### src/rtl/instr_fetch_queue_if.sv
`default_nettype none
// ============================================================================
// Module      : instr_fetch_queue_if
// Description : Fetch-side and decode-side signals of the instruction fetch
//               queue, grouped in one bundle.
//               Fetch side : in_valid1/2, in_instr1/2, in_addr, in_ready
//               Decode side: out_valid1/2, out_instr1/2, out_addr1/2, deq_cnt
//               The "slave" modport is used by the queue. The "master"
//               modport is used by the fetch/decode environment that drives it.
// Revision    : 1.0 - initial release
// ============================================================================
interface instr_fetch_queue_if #(
  parameter int IW = 32,
  parameter int AW = 32
);
  logic          in_valid1;
  logic          in_valid2;
  logic [IW-1:0] in_instr1;
  logic [IW-1:0] in_instr2;
  logic [AW-1:0] in_addr;
  logic          in_ready;

  logic          out_valid1;
  logic          out_valid2;
  logic [IW-1:0] out_instr1;
  logic [IW-1:0] out_instr2;
  logic [AW-1:0] out_addr1;
  logic [AW-1:0] out_addr2;
  logic [1:0]    deq_cnt;

  modport slave (
    input  in_valid1, in_valid2, in_instr1, in_instr2, in_addr, deq_cnt,
    output in_ready, out_valid1, out_valid2, out_instr1, out_instr2,
           out_addr1, out_addr2
  );

  modport master (
    output in_valid1, in_valid2, in_instr1, in_instr2, in_addr, deq_cnt,
    input  in_ready, out_valid1, out_valid2, out_instr1, out_instr2,
           out_addr1, out_addr2
  );
endinterface
`default_nettype wire

### src/rtl/instr_fetch_queue.sv
`default_nettype none
// ============================================================================
// Module      : instr_fetch_queue
// Description : Circular instruction queue between IF and ID. It accepts up to
//               two instructions per cycle and presents the head pair to
//               decode. Decode consumes 0, 1 or 2 entries per cycle.
//               Ports: CLK, RESET (sync, active high), FREEZE (hold all
//               state), FLUSH (drop all entries), bus (fetch/decode bundle),
//               count / full / empty (occupancy status).
// Revision    : 1.0 - initial release
// ============================================================================
module instr_fetch_queue #(
  parameter int DEPTH     = 8,
  parameter int IW        = 32,
  parameter int AW        = 32,
  parameter int ADDR_STEP = 4
) (
  input  wire logic                     CLK,
  input  wire logic                     RESET,
  input  wire logic                     FREEZE,
  input  wire logic                     FLUSH,
  instr_fetch_queue_if.slave            bus,
  output logic [$clog2(DEPTH):0]        count,
  output logic                          full,
  output logic                          empty
);

  localparam int PW = $clog2(DEPTH);
  localparam int CW = PW + 1;
  localparam logic [CW-1:0] c_depth = CW'(DEPTH);

  logic [PW-1:0] r_head;
  logic [PW-1:0] r_tail;
  logic [CW-1:0] r_count;
  logic          r_valid1;
  logic          r_valid2;
  logic          r_full;
  logic          r_empty;

  logic [AW-1:0] r_mem_addr  [DEPTH];
  logic [IW-1:0] r_mem_instr [DEPTH];

  logic          w_ready;
  logic          w_enq;
  logic [1:0]    w_enq_n;
  logic [1:0]    w_deq_req;
  logic [1:0]    w_deq_n;
  logic [CW-1:0] w_count_next;
  logic [PW-1:0] w_tail_p1;
  logic [PW-1:0] w_head_p1;

  // A single-slot fetch still needs two free entries. This keeps in_ready a
  // function of the registered count only. It does not depend on in_valid2
  // or deq_cnt.
  assign w_ready = ((c_depth - r_count) >= CW'(2)) && !FREEZE && !FLUSH;
  assign w_enq   = w_ready && bus.in_valid1;

  // The power-of-two depth lets the pointers wrap naturally.
  assign w_tail_p1 = r_tail + PW'(1);
  assign w_head_p1 = r_head + PW'(1);

  always_comb begin
    w_enq_n = 2'd0;
    if (w_enq) begin
      w_enq_n = bus.in_valid2 ? 2'd2 : 2'd1;
    end

    // deq_cnt of 3 saturates to 2.
    w_deq_req = (bus.deq_cnt[1]) ? 2'd2 : {1'b0, bus.deq_cnt[0]};

    // Decode cannot consume more than is present. The count is below 2 here,
    // so its low bits hold the clamped amount.
    w_deq_n = 2'd0;
    if (!FREEZE && !FLUSH) begin
      if (CW'(w_deq_req) > r_count) begin
        w_deq_n = r_count[1:0];
      end else begin
        w_deq_n = w_deq_req;
      end
    end

    w_count_next = r_count + CW'(w_enq_n) - CW'(w_deq_n);
  end

  // Pointer/occupancy state. FREEZE already forces enq/deq to zero, so the
  // normal update path holds everything while frozen.
  always_ff @(posedge CLK) begin
    if (RESET || FLUSH) begin
      r_head   <= '0;
      r_tail   <= '0;
      r_count  <= '0;
      r_valid1 <= 1'b0;
      r_valid2 <= 1'b0;
      r_full   <= 1'b0;
      r_empty  <= 1'b1;
    end else begin
      r_head   <= r_head + PW'(w_deq_n);
      r_tail   <= r_tail + PW'(w_enq_n);
      r_count  <= w_count_next;
      r_valid1 <= (w_count_next >= CW'(1));
      r_valid2 <= (w_count_next >= CW'(2));
      r_full   <= (w_count_next == c_depth);
      r_empty  <= (w_count_next == '0);
    end
  end

  // Entry storage is not reset. A reset during a write still blocks the write.
  always_ff @(posedge CLK) begin
    if (!RESET && w_enq) begin
      r_mem_addr[r_tail]  <= bus.in_addr;
      r_mem_instr[r_tail] <= bus.in_instr1;
      if (bus.in_valid2) begin
        r_mem_addr[w_tail_p1]  <= bus.in_addr + AW'(ADDR_STEP);
        r_mem_instr[w_tail_p1] <= bus.in_instr2;
      end
    end
  end

  assign bus.in_ready   = w_ready;
  assign bus.out_valid1 = r_valid1;
  assign bus.out_valid2 = r_valid2;
  assign bus.out_addr1  = r_mem_addr[r_head];
  assign bus.out_instr1 = r_mem_instr[r_head];
  assign bus.out_addr2  = r_mem_addr[w_head_p1];
  assign bus.out_instr2 = r_mem_instr[w_head_p1];

  assign count = r_count;
  assign full  = r_full;
  assign empty = r_empty;

endmodule
`default_nettype wire

### src/flat_wrapper.sv
// flat-port wrapper written by rule: the top's interface ports become plain ports
module instr_fetch_queue_flat 
#(
  parameter int DEPTH     = 8,
  parameter int IW        = 32,
  parameter int AW        = 32,
  parameter int ADDR_STEP = 4
)
  (CLK, RESET, FREEZE, FLUSH, count, full, empty, bus_in_valid1, bus_in_valid2, bus_in_instr1, bus_in_instr2, bus_in_addr, bus_deq_cnt, bus_in_ready, bus_out_valid1, bus_out_valid2, bus_out_instr1, bus_out_instr2, bus_out_addr1, bus_out_addr2);
  instr_fetch_queue_if #(.IW(IW), .AW(AW)) bus_i ();
  input  wire logic CLK;
  input  wire logic RESET;
  input  wire logic FREEZE;
  input  wire logic FLUSH;
  output logic [$clog2(DEPTH):0] count;
  output logic full;
  output logic empty;
  input wire logic [$bits(bus_i.in_valid1)-1:0] bus_in_valid1;
  input wire logic [$bits(bus_i.in_valid2)-1:0] bus_in_valid2;
  input wire logic [$bits(bus_i.in_instr1)-1:0] bus_in_instr1;
  input wire logic [$bits(bus_i.in_instr2)-1:0] bus_in_instr2;
  input wire logic [$bits(bus_i.in_addr)-1:0] bus_in_addr;
  input wire logic [$bits(bus_i.deq_cnt)-1:0] bus_deq_cnt;
  output wire logic [$bits(bus_i.in_ready)-1:0] bus_in_ready;
  output wire logic [$bits(bus_i.out_valid1)-1:0] bus_out_valid1;
  output wire logic [$bits(bus_i.out_valid2)-1:0] bus_out_valid2;
  output wire logic [$bits(bus_i.out_instr1)-1:0] bus_out_instr1;
  output wire logic [$bits(bus_i.out_instr2)-1:0] bus_out_instr2;
  output wire logic [$bits(bus_i.out_addr1)-1:0] bus_out_addr1;
  output wire logic [$bits(bus_i.out_addr2)-1:0] bus_out_addr2;
  assign bus_i.in_valid1 = bus_in_valid1;
  assign bus_i.in_valid2 = bus_in_valid2;
  assign bus_i.in_instr1 = bus_in_instr1;
  assign bus_i.in_instr2 = bus_in_instr2;
  assign bus_i.in_addr = bus_in_addr;
  assign bus_i.deq_cnt = bus_deq_cnt;
  assign bus_in_ready = bus_i.in_ready;
  assign bus_out_valid1 = bus_i.out_valid1;
  assign bus_out_valid2 = bus_i.out_valid2;
  assign bus_out_instr1 = bus_i.out_instr1;
  assign bus_out_instr2 = bus_i.out_instr2;
  assign bus_out_addr1 = bus_i.out_addr1;
  assign bus_out_addr2 = bus_i.out_addr2;
  instr_fetch_queue #(.DEPTH(DEPTH), .IW(IW), .AW(AW), .ADDR_STEP(ADDR_STEP)) u_core (.CLK(CLK), .RESET(RESET), .FREEZE(FREEZE), .FLUSH(FLUSH), .bus(bus_i), .count(count), .full(full), .empty(empty));
endmodule
### config.mk
export PLATFORM = sky130hd
export DESIGN_NAME = instr_fetch_queue_flat
export DESIGN_NICKNAME = d
export VERILOG_FILES = /design/src/rtl/instr_fetch_queue_if.sv /design/src/rtl/instr_fetch_queue.sv /design/src/flat_wrapper.sv
export SDC_FILE = /design/constraint.sdc
export NUM_CORES = 1
export LEC_CHECK = 0
export CAP_MARGIN = 5
export CORE_ASPECT_RATIO = 0.8
export CORE_MARGIN = 2
export CORE_UTILIZATION = 35
export DETAILED_ROUTE_END_ITERATION = 10
export PLACE_DENSITY = 0.61
export SLEW_MARGIN = 10
export SYNTH_ARGS = -nofsm -noshare
export SYNTH_HDL_FRONTEND = slang
export SYNTH_SLANG_ARGS = --single-unit
export TNS_END_PERCENT = 50
### constraint.sdc
create_clock -name CLK -period 26.2 [get_ports CLK]
set_input_delay 7.86 -clock CLK [delete_from_list [all_inputs] [get_ports CLK]]
set_output_delay 7.86 -clock CLK [all_outputs]
set_load 0.1 [all_outputs]
### Word level (Yosys, flattened, before mapping)

Memories as Yosys holds them, arrays and structs flattened. A register that Yosys moved wholly into a read port is not among the register bits.
Cells that the tools add are included.

* input port bits: 104
* bits in writable memories: 512
* flip-flop bits (word level): 14
* logic and storage cells: 44
* output and inout bits: 137
* memories: 2

Memories
* u_core.r_mem_addr: words 8, width 32, read ports 2, clocked after Yosys merged registers in 1, wr ports 2, RTL line instr_fetch_queue.sv:40 `logic [AW-1:0] r_mem_addr [DEPTH];`
* u_core.r_mem_instr: words 8, width 32, read ports 2, clocked after Yosys merged registers in 1, wr ports 2, RTL line instr_fetch_queue.sv:41 `logic [IW-1:0] r_mem_instr [DEPTH];`

* equality and inequality tests: 1
* add/subtract/negate cells: 8
* muxes and demuxes: 12
* order comparisons: 4
* reduce and logical (&&, ||, !) cells: 10

Operators with widths (number)
* $add 32x3->32 const B: 1
* $mux 2: 5
* $ge 4x2->1 const B: 2
* $add 3x1->3 const B: 2
* $add 3x2->3: 2
* $mux 3: 2
* $logic_and 1x1->1: 5
* $mux 1: 5
* $add 4x2->4: 1
* $eq 4x4->1 const B: 1
* $ge 4x1->1 const B: 1
* $gt 2x4->1: 1
* $logic_not 4->1: 1
* $sub 4x2->4: 1
* $sub 4x4->4 const A: 1
* $logic_not 1->1: 3
* $logic_or 1x1->1: 1

### Logic depth before layout (Yosys ltp)

* depth in word-level cells: 9
* mapped depth: 16
* gate-level depth less buffers: 16

### Worst setup path after synthesis

Ideal clock, no wire load.

* kind: input-to-output
* start point: input FLUSH
* end point: output bus_in_ready
* required time: 18.340 ns
* setup slack: 8.284 ns
* stages: 1
* path buffers: 0
* data arrival time: 10.056 ns
* cells stage by stage: nor3_1

* cells in the longest elaborated chain, start to end: 2

RTL lines
* start, declared: RTL line flat_wrapper.sv:14 `input wire logic FLUSH;`
* $logic_not 1->1: RTL line instr_fetch_queue.sv:55 `assign w_ready = ((c_depth - r_count) >= CW'(2)) && !FREEZE && !FLUSH;`
* $logic_and 1x1->1: RTL line instr_fetch_queue.sv:55
* end, declared: RTL line flat_wrapper.sv:24 `output wire logic [$bits(bus_i.in_ready)-1:0] bus_in_ready;`

No other way between the ends.

### Worst setup path after layout

Same ends and word-level chain as after synthesis.

==> metrics.yaml <==
wire_per_inst_um: 25.5
clkSinkCount: 526
crit_path_max_incr_delay_ps: 1230
critPathLaunch: "FLUSH"
postCtsSetupBuffers: 0
drt_iter0_drc: 2286
power_density_mw_per_mm2: 53.9
path_buf_inv: 2
synth_area_mm2: 0.0311
fin_area_mm2: 0.0361
cts_tree: "yes"
seq_power_share_pct: 47.9
routed_wirelength_um: 100000
critPathKind: "in -> out"
die-area_mm2: 0.0912
slowest_stage: "clkdlybuf4s50_1"
gp_congestion: 0.787
vias_per_cell: 5.52
cp_top_family: "buffers and inverters"
synth_edf_count: 512
dieWidth_um: 337
cp_max_fo: 7
clk-insertion-delay-late_ps: 630
finalSetupViolCount: 0
drc: 0
fin_setup_tns_ps: 0
relSlewSlack_pct: 20.1
antenna_found_initial: 15
start_util_pct: 35.4
row_count: 97
endpoint_kind: "primary output"
synth_cells: 2600
worstPathArrival_ps: 10090
crit_required_ps: 18340
drv_cap: 0
fin_util_pct: 41.2
core_region_area_mm2: 0.0877
fill_cells: 7988
ios: 241
p_clk_share_pct: 39.1
layout-drive-gt1-share_pct: 20.1
ys_seq_area_share_pct: 50.4
grtUsageTotal_pct: 21.8
hold_buffers: 0
skew_ps: 30.6
p_comb_share_pct: 12.9
clock_path_buffers: 3
p_total_uw: 1950
hold_ws_ps: 717
fin_nets: 2812
dr.pass1.iters: 5
grt_pass1_vias: 22200
postCtsResizedCells: 0
timing.rr.start: "u_core.r_tail[0]"
cp-start-kind: "input port"
fmax_ghz: 0.0557
syn_avg_cell_area_um2: 12.0
ys_ff_latch: 526
synth.distinct_cells: 46
dp_hpwl_um: 57500
p_int_uw: 1430
htreeDepth: 2
synthArstFlopShare_pct: 0
clk_pin_slew_ps: 50
grt_setup_unrepaired: "no"
place_area_mm2: 0.0344
cts_made_buffers: 59
peakVddDrop_mv: 0.0492
cts_root_buffer: "clkbuf_16"
finalCritPeriodShare_pct: 68.5
min_from: "u_core.r_tail[1]"
cp_cell_sequence: "clkdlybuf4s50_1, nor3_1, clkdlybuf4s50_1"
grt_max_degree: 70
antenna_left: 0
ys.flop_type: "edfxtp_1"
hold_viol: 0
tightest_slew_ps: 1190
grt.overflow.total: 0
min_path_type: "reg -> reg"
die_y_um: 271
p_leak_uw: 0.0122
outcome: "completed"
grt_pass1_wl_um: 145000
yosysWarnings: 0
swShare_pct: 26.4
vias: 21700
crit_top_cell: "clkdlybuf4s50_1"
io_buffer_count: 240
slew_viol_final: 0
switchingPower_uw: 515
finalCriticalPeriod_ps: 17950
syn_nets: 2722
syn2layout_area_growth_pct: 16.3
==> power by group through the flow <==
stage	registers [µW]	logic (µW)	clock network, µW
2_1_floorplan	964	174	0
3_3_place_gp	951	247	0
3_5_place_dp	952	252	0
4_1_cts	934	252	776
5_1_grt	934	267	807
6_report	934	252	762
==> metrics by stage <==
stage / setup slack, ps / std cells
floorplan: 8280 / 2600
global placement: 8330 / 3816
detailed placement: 8190 / 3816
CTS: 8180 / 3920
global route: 8110 / 3923
finish: 8250 / 3924
==> cell usage after synthesis, types with 9 or more instances <==
cell,count,area [µm²]
nand4_1,10,62.6
buf_2,21,105
buf_1,62,233
xor2_1,152,1330
nor3_1,9,45.0
mux2_2,128,1440
inv_1,13,48.8
clkbuf_1,138,518
ha_1,14,175
dfxtp_1,14,280
xnor2_1,87,762
and3_1,9,56.3
mux4_2,256,5770
nand3_1,28,140
buf_4,33,248
edfxtp_1,512,15400
nand2_1,875,3280
nor2_1,167,627
==> registers in the layout (all words and copies together) (netlist names) <==
| register | flops |
|---|---|
| u_core.empty | 1 |
| u_core.bus.out_valid2 | 1 |
| u_core.r_mem_addr | 256 |
| u_core.full | 1 |
| u_core.r_tail | 3 |
| u_core.r_mem_instr | 256 |
| u_core.count | 4 |
| u_core.r_head | 3 |
| u_core.bus.out_valid1 | 1 |
==> per-layer routing <==
metal	routed length, µm	global-route usage (%)	up-vias
met5	146	0	-
met4	3030	7.50	22
met3	9900	4.92	208
met2	46000	33.9	1130
met1	41000	30.0	10900
li1	-	-	9355
==> worst register-to-register path: stages, from the launching register on <==
cell,delay (ps)
dfxtp_1,640
ha_1,290
xor2_1,130
nor3_1,480
nand3_1,860
o21ai_4,800
buf_4,880
==> final timing paths <==
kind / depth (start not counted) / slack [ps] / endpoint
worst max-delay path: 3 / 8250 / bus_in_ready
worst min-delay path: 3 / 720 / u_core.r_tail[1]
worst max register to register: 6 / 21710 / u_core.r_mem_addr[3][24]
worst min register to register: 3 / 720 / u_core.r_tail[1]
==> cells by family after synthesis <==
logic type,count (synthesis),synth area share [%]
flops,526,50.4
xor+xnor,239,6.74
fa+ha+maj,18,0.821
compound gates,16,0.334
mux,385,23.2
buf+inv,274,3.89
simple gates,1142,14.6
==> final cells by class <==
class,instances,area (µm²),share of cell area [%]
clock inverters,36,240,0.665
diodes,3,7.51,0.0208
well taps,1188,1490,4.11
inverters,15,56.3,0.156
clock buffers,68,1510,4.18
repair buffers,288,2770,7.66
multi-input cells,1800,14400,39.9
flip-flops and latches,526,15700,43.3
==> cell usage in the layout (no fill, tap or decap), types with 3 or more instances in the layout <==
master / count
clkbuf_1: 9
mux2_2: 128
edfxtp_1: 512
dfxtp_1: 11
clkdlybuf4s50_1: 240
xnor2_1: 87
clkinv_2: 7
clkinv_1: 16
nor3_1: 8
nand2b_1: 4
nor2b_1: 3
nor3_4: 4
a21oi_1: 3
and4_1: 3
nor2_1: 167
nand2_1: 875
fa_1: 4
clkinvlp_4: 8
and2_1: 6
diode_2: 3
o21ai_4: 5
and3_1: 7
or3_2: 3
or3_4: 3
inv_1: 13
nand4_1: 10
ha_1: 13
nand3_1: 26
buf_4: 47
clkinv_4: 3
xor2_1: 151
mux4_2: 256
clkbuf_16: 59
dfxtp_4: 3
Note: power is estimated with default switching activity, not from simulation.
